### src/rtl/mem_arbiter_if.sv
// Cache-side and memory-side block-transfer signals of mem_arbiter.
// slave: the arbiter's view; master: the caches/memory environment.
interface mem_arbiter_if #(
    parameter int ADDR_W  = 6,
    parameter int BLOCK_W = 128
);
    logic               d_read;
    logic               d_write;
    logic [ADDR_W-1:0]  d_address;
    logic [BLOCK_W-1:0] d_writedata;
    logic [BLOCK_W-1:0] d_readdata;
    logic               d_busywait;

    logic               i_read;
    logic [ADDR_W-1:0]  i_address;
    logic [BLOCK_W-1:0] i_readdata;
    logic               i_busywait;

    logic               m_read;
    logic               m_write;
    logic [ADDR_W-1:0]  m_address;
    logic [BLOCK_W-1:0] m_writedata;
    logic [BLOCK_W-1:0] m_readdata;
    logic               m_busywait;

    modport slave (
        input  d_read, d_write, d_address, d_writedata,
        output d_readdata, d_busywait,
        input  i_read, i_address,
        output i_readdata, i_busywait,
        output m_read, m_write, m_address, m_writedata,
        input  m_readdata, m_busywait
    );

    modport master (
        output d_read, d_write, d_address, d_writedata,
        input  d_readdata, d_busywait,
        output i_read, i_address,
        input  i_readdata, i_busywait,
        input  m_read, m_write, m_address, m_writedata,
        output m_readdata, m_busywait
    );
endinterface

### src/rtl/mem_arbiter.sv
// Shares one main-memory block port between icache and dcache, one transfer at a time.
// Define ROUND_ROBIN_EN for round-robin tie breaking; otherwise dcache wins every tie.
module mem_arbiter #(
    parameter int ADDR_W  = 6,
    parameter int BLOCK_W = 128
) (
    input  logic         CLK,
    input  logic         RESET,
    mem_arbiter_if.slave bus
);
    typedef enum logic [2:0] {IDLE, D_ACC, I_ACC, D_REL, I_REL} state_t;

    state_t             state_reg, state_next;
    logic               first_reg, first_next;
    logic               wr_reg, wr_next;
    logic [ADDR_W-1:0]  addr_reg, addr_next;
    logic [BLOCK_W-1:0] wdata_reg, wdata_next;
    logic [BLOCK_W-1:0] d_rdata_reg, d_rdata_next;
    logic [BLOCK_W-1:0] i_rdata_reg, i_rdata_next;
    logic               d_req, i_req, grant_d, done;

    assign d_req = bus.d_read | bus.d_write;
    assign i_req = bus.i_read;
    // Memory may not have raised busywait yet on the first ACC cycle, so it is ignored there.
    assign done  = ~first_reg & ~bus.m_busywait;

`ifdef ROUND_ROBIN_EN
    logic rr_reg, rr_next;  // 1: icache wins the next tie

    always_ff @(posedge CLK) begin
        if (!RESET) begin
            rr_reg <= 1'b0;
        end else begin
            rr_reg <= rr_next;
        end
    end

    always_comb begin
        rr_next = rr_reg;
        if (state_next == D_REL) begin
            rr_next = 1'b1;
        end else if (state_next == I_REL) begin
            rr_next = 1'b0;
        end
    end

    assign grant_d = d_req & (~i_req | ~rr_reg);
`else
    assign grant_d = d_req;
`endif

    always_ff @(posedge CLK) begin
        if (!RESET) begin
            state_reg   <= IDLE;
            first_reg   <= 1'b0;
            wr_reg      <= 1'b0;
            addr_reg    <= '0;
            wdata_reg   <= '0;
            d_rdata_reg <= '0;
            i_rdata_reg <= '0;
        end else begin
            state_reg   <= state_next;
            first_reg   <= first_next;
            wr_reg      <= wr_next;
            addr_reg    <= addr_next;
            wdata_reg   <= wdata_next;
            d_rdata_reg <= d_rdata_next;
            i_rdata_reg <= i_rdata_next;
        end
    end

    always_comb begin
        state_next   = state_reg;
        first_next   = 1'b0;
        wr_next      = wr_reg;
        addr_next    = addr_reg;
        wdata_next   = wdata_reg;
        d_rdata_next = d_rdata_reg;
        i_rdata_next = i_rdata_reg;
        case (state_reg)
            IDLE: begin
                if (grant_d) begin
                    state_next = D_ACC;
                    first_next = 1'b1;
                    wr_next    = bus.d_write;
                    addr_next  = bus.d_address;
                    wdata_next = bus.d_writedata;
                end else if (i_req) begin
                    state_next = I_ACC;
                    first_next = 1'b1;
                    wr_next    = 1'b0;
                    addr_next  = bus.i_address;
                end
            end
            D_ACC: begin
                if (done) begin
                    state_next = D_REL;
                    if (!wr_reg) begin
                        d_rdata_next = bus.m_readdata;
                    end
                end
            end
            I_ACC: begin
                if (done) begin
                    state_next   = I_REL;
                    i_rdata_next = bus.m_readdata;
                end
            end
            default: state_next = IDLE;
        endcase
    end

    always_comb begin
        bus.m_read  = 1'b0;
        bus.m_write = 1'b0;
        case (state_reg)
            D_ACC: begin
                bus.m_read  = ~wr_reg;
                bus.m_write = wr_reg;
            end
            I_ACC:   bus.m_read = 1'b1;
            default: ;
        endcase
        bus.m_address   = addr_reg;
        bus.m_writedata = wdata_reg;
        bus.d_readdata  = d_rdata_reg;
        bus.i_readdata  = i_rdata_reg;
        bus.d_busywait  = d_req & (state_reg != D_REL);
        bus.i_busywait  = i_req & (state_reg != I_REL);
    end
endmodule

### src/flat_wrapper.sv
// flat-port wrapper written by rule: the top's interface ports become plain ports
module mem_arbiter_flat 
#(
    parameter int ADDR_W  = 6,
    parameter int BLOCK_W = 128
)
  (CLK, RESET, bus_d_read, bus_d_write, bus_d_address, bus_d_writedata, bus_d_readdata, bus_d_busywait, bus_i_read, bus_i_address, bus_i_readdata, bus_i_busywait, bus_m_read, bus_m_write, bus_m_address, bus_m_writedata, bus_m_readdata, bus_m_busywait);
  mem_arbiter_if #(.ADDR_W(ADDR_W), .BLOCK_W(BLOCK_W)) bus_i ();
  input  logic CLK;
  input  logic RESET;
  input wire logic [$bits(bus_i.d_read)-1:0] bus_d_read;
  input wire logic [$bits(bus_i.d_write)-1:0] bus_d_write;
  input wire logic [$bits(bus_i.d_address)-1:0] bus_d_address;
  input wire logic [$bits(bus_i.d_writedata)-1:0] bus_d_writedata;
  output wire logic [$bits(bus_i.d_readdata)-1:0] bus_d_readdata;
  output wire logic [$bits(bus_i.d_busywait)-1:0] bus_d_busywait;
  input wire logic [$bits(bus_i.i_read)-1:0] bus_i_read;
  input wire logic [$bits(bus_i.i_address)-1:0] bus_i_address;
  output wire logic [$bits(bus_i.i_readdata)-1:0] bus_i_readdata;
  output wire logic [$bits(bus_i.i_busywait)-1:0] bus_i_busywait;
  output wire logic [$bits(bus_i.m_read)-1:0] bus_m_read;
  output wire logic [$bits(bus_i.m_write)-1:0] bus_m_write;
  output wire logic [$bits(bus_i.m_address)-1:0] bus_m_address;
  output wire logic [$bits(bus_i.m_writedata)-1:0] bus_m_writedata;
  input wire logic [$bits(bus_i.m_readdata)-1:0] bus_m_readdata;
  input wire logic [$bits(bus_i.m_busywait)-1:0] bus_m_busywait;
  assign bus_i.d_read = bus_d_read;
  assign bus_i.d_write = bus_d_write;
  assign bus_i.d_address = bus_d_address;
  assign bus_i.d_writedata = bus_d_writedata;
  assign bus_d_readdata = bus_i.d_readdata;
  assign bus_d_busywait = bus_i.d_busywait;
  assign bus_i.i_read = bus_i_read;
  assign bus_i.i_address = bus_i_address;
  assign bus_i_readdata = bus_i.i_readdata;
  assign bus_i_busywait = bus_i.i_busywait;
  assign bus_m_read = bus_i.m_read;
  assign bus_m_write = bus_i.m_write;
  assign bus_m_address = bus_i.m_address;
  assign bus_m_writedata = bus_i.m_writedata;
  assign bus_i.m_readdata = bus_m_readdata;
  assign bus_i.m_busywait = bus_m_busywait;
  mem_arbiter #(.ADDR_W(ADDR_W), .BLOCK_W(BLOCK_W)) u_core (.CLK(CLK), .RESET(RESET), .bus(bus_i));
endmodule
### config.mk
export PLATFORM = sky130hd
export DESIGN_NAME = mem_arbiter_flat
export DESIGN_NICKNAME = d
export VERILOG_FILES = /design/src/rtl/mem_arbiter_if.sv /design/src/rtl/mem_arbiter.sv /design/src/flat_wrapper.sv
export SDC_FILE = /design/constraint.sdc
export NUM_CORES = 1
export LEC_CHECK = 0
export CORE_AREA = 2 2 257 259
export CTS_CLUSTER_DIAMETER = 150
export CTS_CLUSTER_SIZE = 8
export DETAILED_ROUTE_END_ITERATION = 6
export DIE_AREA = 0 0 259 261
export HOLD_SLACK_MARGIN = 0.05
export SLEW_MARGIN = 15
export SYNTH_ARGS = -nofsm -noshare
export SYNTH_HDL_FRONTEND = slang
export SYNTH_SLANG_ARGS = --single-unit
export TNS_END_PERCENT = 5
### constraint.sdc
create_clock -name CLK -period 3.2 [get_ports CLK]
set_clock_uncertainty 0.1 [all_clocks]
set_input_delay 0.64 -clock CLK [delete_from_list [all_inputs] [get_ports CLK]]
set_output_delay 0.64 -clock CLK [all_outputs]
set_load 0.005 [all_outputs]
==> results.json <==
{
  "synthSimpleGateAreaFrac_pct": 14.01,
  "syn_inst": 1820,
  "cts_setup_buffers": 0,
  "die_y_um": 261,
  "cts_buffers": 55,
  "use_met3_pct": 5.265,
  "port_buffers": 667,
  "clockBufferDepth": 3,
  "cts_hold_buf": 0,
  "path_clk_slew_ns": 0.05,
  "grt_pass1_vias": 15855,
  "ios": 668,
  "arrival_ns": 2.29,
  "crit_type": "flop to output port",
  "setup_viol": 0,
  "final.period_utilization_pct": 94.55,
  "cpPeakStageDelay_ns": 0.60,
  "synthAdderAreaFrac_pct": 0,
  "critPathSlowestCell": "clkdlybuf4s50_1",
  "critPathMaxFanout": 11,
  "gr-total-overflow": 0,
  "worst_ep_required_time_ns": 2.46,
  "vdd_ir_drop_max_v": 0.0003589,
  "synthMuxAreaShare_pct": 0,
  "met1_usage_pct": 19.81,
  "netlist_area_um2": 15130,
  "drive_gt1_share_pct": 5.006,
  "synth_top_family_by_area": "compound AO/OA/AOI/OAI gates",
  "cts_max_level": 2,
  "period_minus_slack_ns": 3.026,
  "crit_chain": "or3b_4 > a21oi_1 > clkdlybuf4s50_1",
  "start_util_pct": 23.26,
  "antenna_found_initial": 0,
  "grt_pass1_wl_mm": 91.64,
  "yosys_warnings": 0,
  "syn_nets": 2094,
  "num_rows": 94,
  "die_area_um2": 67600,
  "ant_nets": 0,
  "post_cts_resized": 0,
  "power.leakage_nw": 7.784,
  "finalMaxSlewViolations": 0,
  "syn_area_per_cell_um2": 8.313,
  "status": "finished, final reports clean",
  "drtIter0Drc": 1268,
  "drv_cap": 0,
  "root_buffer": "clkbuf_16",
  "slew_headroom_pct": 39.68,
  "min_path_type": "flop to flop",
  "grt_use_total_pct": 16.81,
  "grt_max_degree": 136,
  "syn_to_final_growth_pct": 57.21,
  "drc": 0,
  "vias": 16100,
  "top_usage_layer": "met2",
  "cp-end-kind": "output port",
  "gp_congestion": 0.8439,
  "cts_tree": "built",
  "dp_hpwl_mm": 40.50,
  "cts_sinks": 395,
  "core_um2": 65040,
  "final_nets": 2649,
  "startpoint_type": "flop",
  "dr.pass1.iters": 5,
  "clk_latency_ns": 0.59,
  "die_w_um": 259,
  "synth-xor-area-share_pct": 0,
  "ys_seq_area_share_pct": 52.27,
  "post_dp_cell_area_um2": 22370,
  "fmax_mhz": 330.5,
  "wl_per_cell_um": 18.72,
  "synth.distinct_cells": 30,
  "synth_seq_cells": 395,
  "async_flop_share_pct": 0,
  "fin_area_um2": 23790,
  "ys.flop_type": "dfxtp_1",
  "synth_edf_count": 0,
  "synth_compound_area_share_pct": 26.25,
  "p_per_area_nw_per_um2": 548.5,
  "routed_wl_mm": 60.69,
  "finalHoldViolCount": 0,
  "rsz0062_at_grt": "no",
  "tightest_slew_ns": 0.9048,
  "setup_tns_ns": 0,
  "grtUsageMet2_pct": 28.33,
  "drt-vias-per-instance": 4.966
}
## kinds of logic after synthesis
group | count (synthesis)
compound gates | 787
flops | 395
simple gates | 419
buf+inv | 219
## worst max-delay path, delay by kind of cell, from the launching register on
| family | cells | cell delay, ns |
|---|---|---|
| AOI/OAI and AO/OA | 1 | 0.14 |
| buffers and inverters | 1 | 0.60 |
| DFF | 1 | 0.48 |
| and+or+nand+nor | 1 | 0.48 |
## routing by layer
metal / share of wire [%] / vias up
li1: - / 7613
met1: 39 / 7640
met2: 48 / 719
met3: 9.1 / 128
met4: 3.9 / 0
met5: 0 / -
## final timing paths
| kind | from | endpoint | slack (ns) | depth (start not counted) |
|---|---|---|---|---|
| worst max-delay path | u_core.state_reg[1] | bus_m_read | 0.17 | 3 |
| worst min-delay path | u_core.bus.m_writedata[24] | u_core.bus.m_writedata[24] | 0.37 | 2 |
| worst max register to register | u_core.state_reg[1] | u_core.bus.i_readdata[98] | 0.95 | 4 |
| worst min register to register | u_core.bus.m_writedata[24] | u_core.bus.m_writedata[24] | 0.37 | 2 |
## metrics by stage
| step | utilization [%] | total power [mW] | setup slack [ns] | instances | hold WS, ns |
|---|---|---|---|---|---|
| floorplan | - | 6.655 | 1.072 | 1820 | 0.3701 |
| global placement | 34.40 | 8.017 | 0.4389 | 3182 | 0.3608 |
| detailed placement | 34.40 | 8.054 | 0.4510 | 3182 | 0.3666 |
| CTS | 36.57 | 13.23 | 0.1133 | 3241 | 0.3733 |
| global route | 36.57 | 13.64 | 0.05880 | 3241 | 0.3919 |
| finish | 36.57 | 13.05 | 0.1742 | 3242 | 0.3719 |
## report_power, final
group	leakage (nW)	total, mW	internal (mW)	switching [mW]
combinational	3.88	2.55	1.17	1.38
clock	0.692	5.09	3.00	2.10
sequential	3.22	5.40	5.24	0.166
total	7.78	13.0	9.40	3.64
## cell usage in the layout, fill, tap and decap left out, drive strengths merged
master	n
a2111oi	1
a21boi	2
a21oi	392
a311oi	6
a31oi	1
buf	48
clkbuf	55
clkdlybuf4s50	667
clkinvlp	1
dfxtp	395
diode	1
inv	5
nand2	14
nand2b	1
nand3	384
nor2	5
nor2b	2
nor3	6
nor3b	1
nor4bb	1
o21ai	385
or2	1
or3	3
or3b	1
## Yosys cell counts (all sizes together) (2+ instances only)
cell type / instances / area share, %
a21boi: 2 / 0.099
a21oi: 392 / 13
a311oi: 6 / 0.35
buf: 106 / 4.7
clkbuf: 111 / 2.8
dfxtp: 395 / 52
nand2: 14 / 0.35
nand3: 384 / 13
nor2: 5 / 0.16
nor2b: 2 / 0.083
nor3: 6 / 0.31
o21ai: 385 / 13
or3: 3 / 0.16
## layout make-up
class | count | area [um^2]
clock buffers | 55 | 1376
fillers | 6549 | 41250
diodes | 1 | 2.502
multi-input cells | 1206 | 6132
clock inverters | 4 | 33.78
flip-flops and latches | 395 | 7908
repair buffers | 715 | 7237
inverters | 2 | 15.01
well taps | 864 | 1081
No activity file was read; power rests on OpenSTA's default activity.
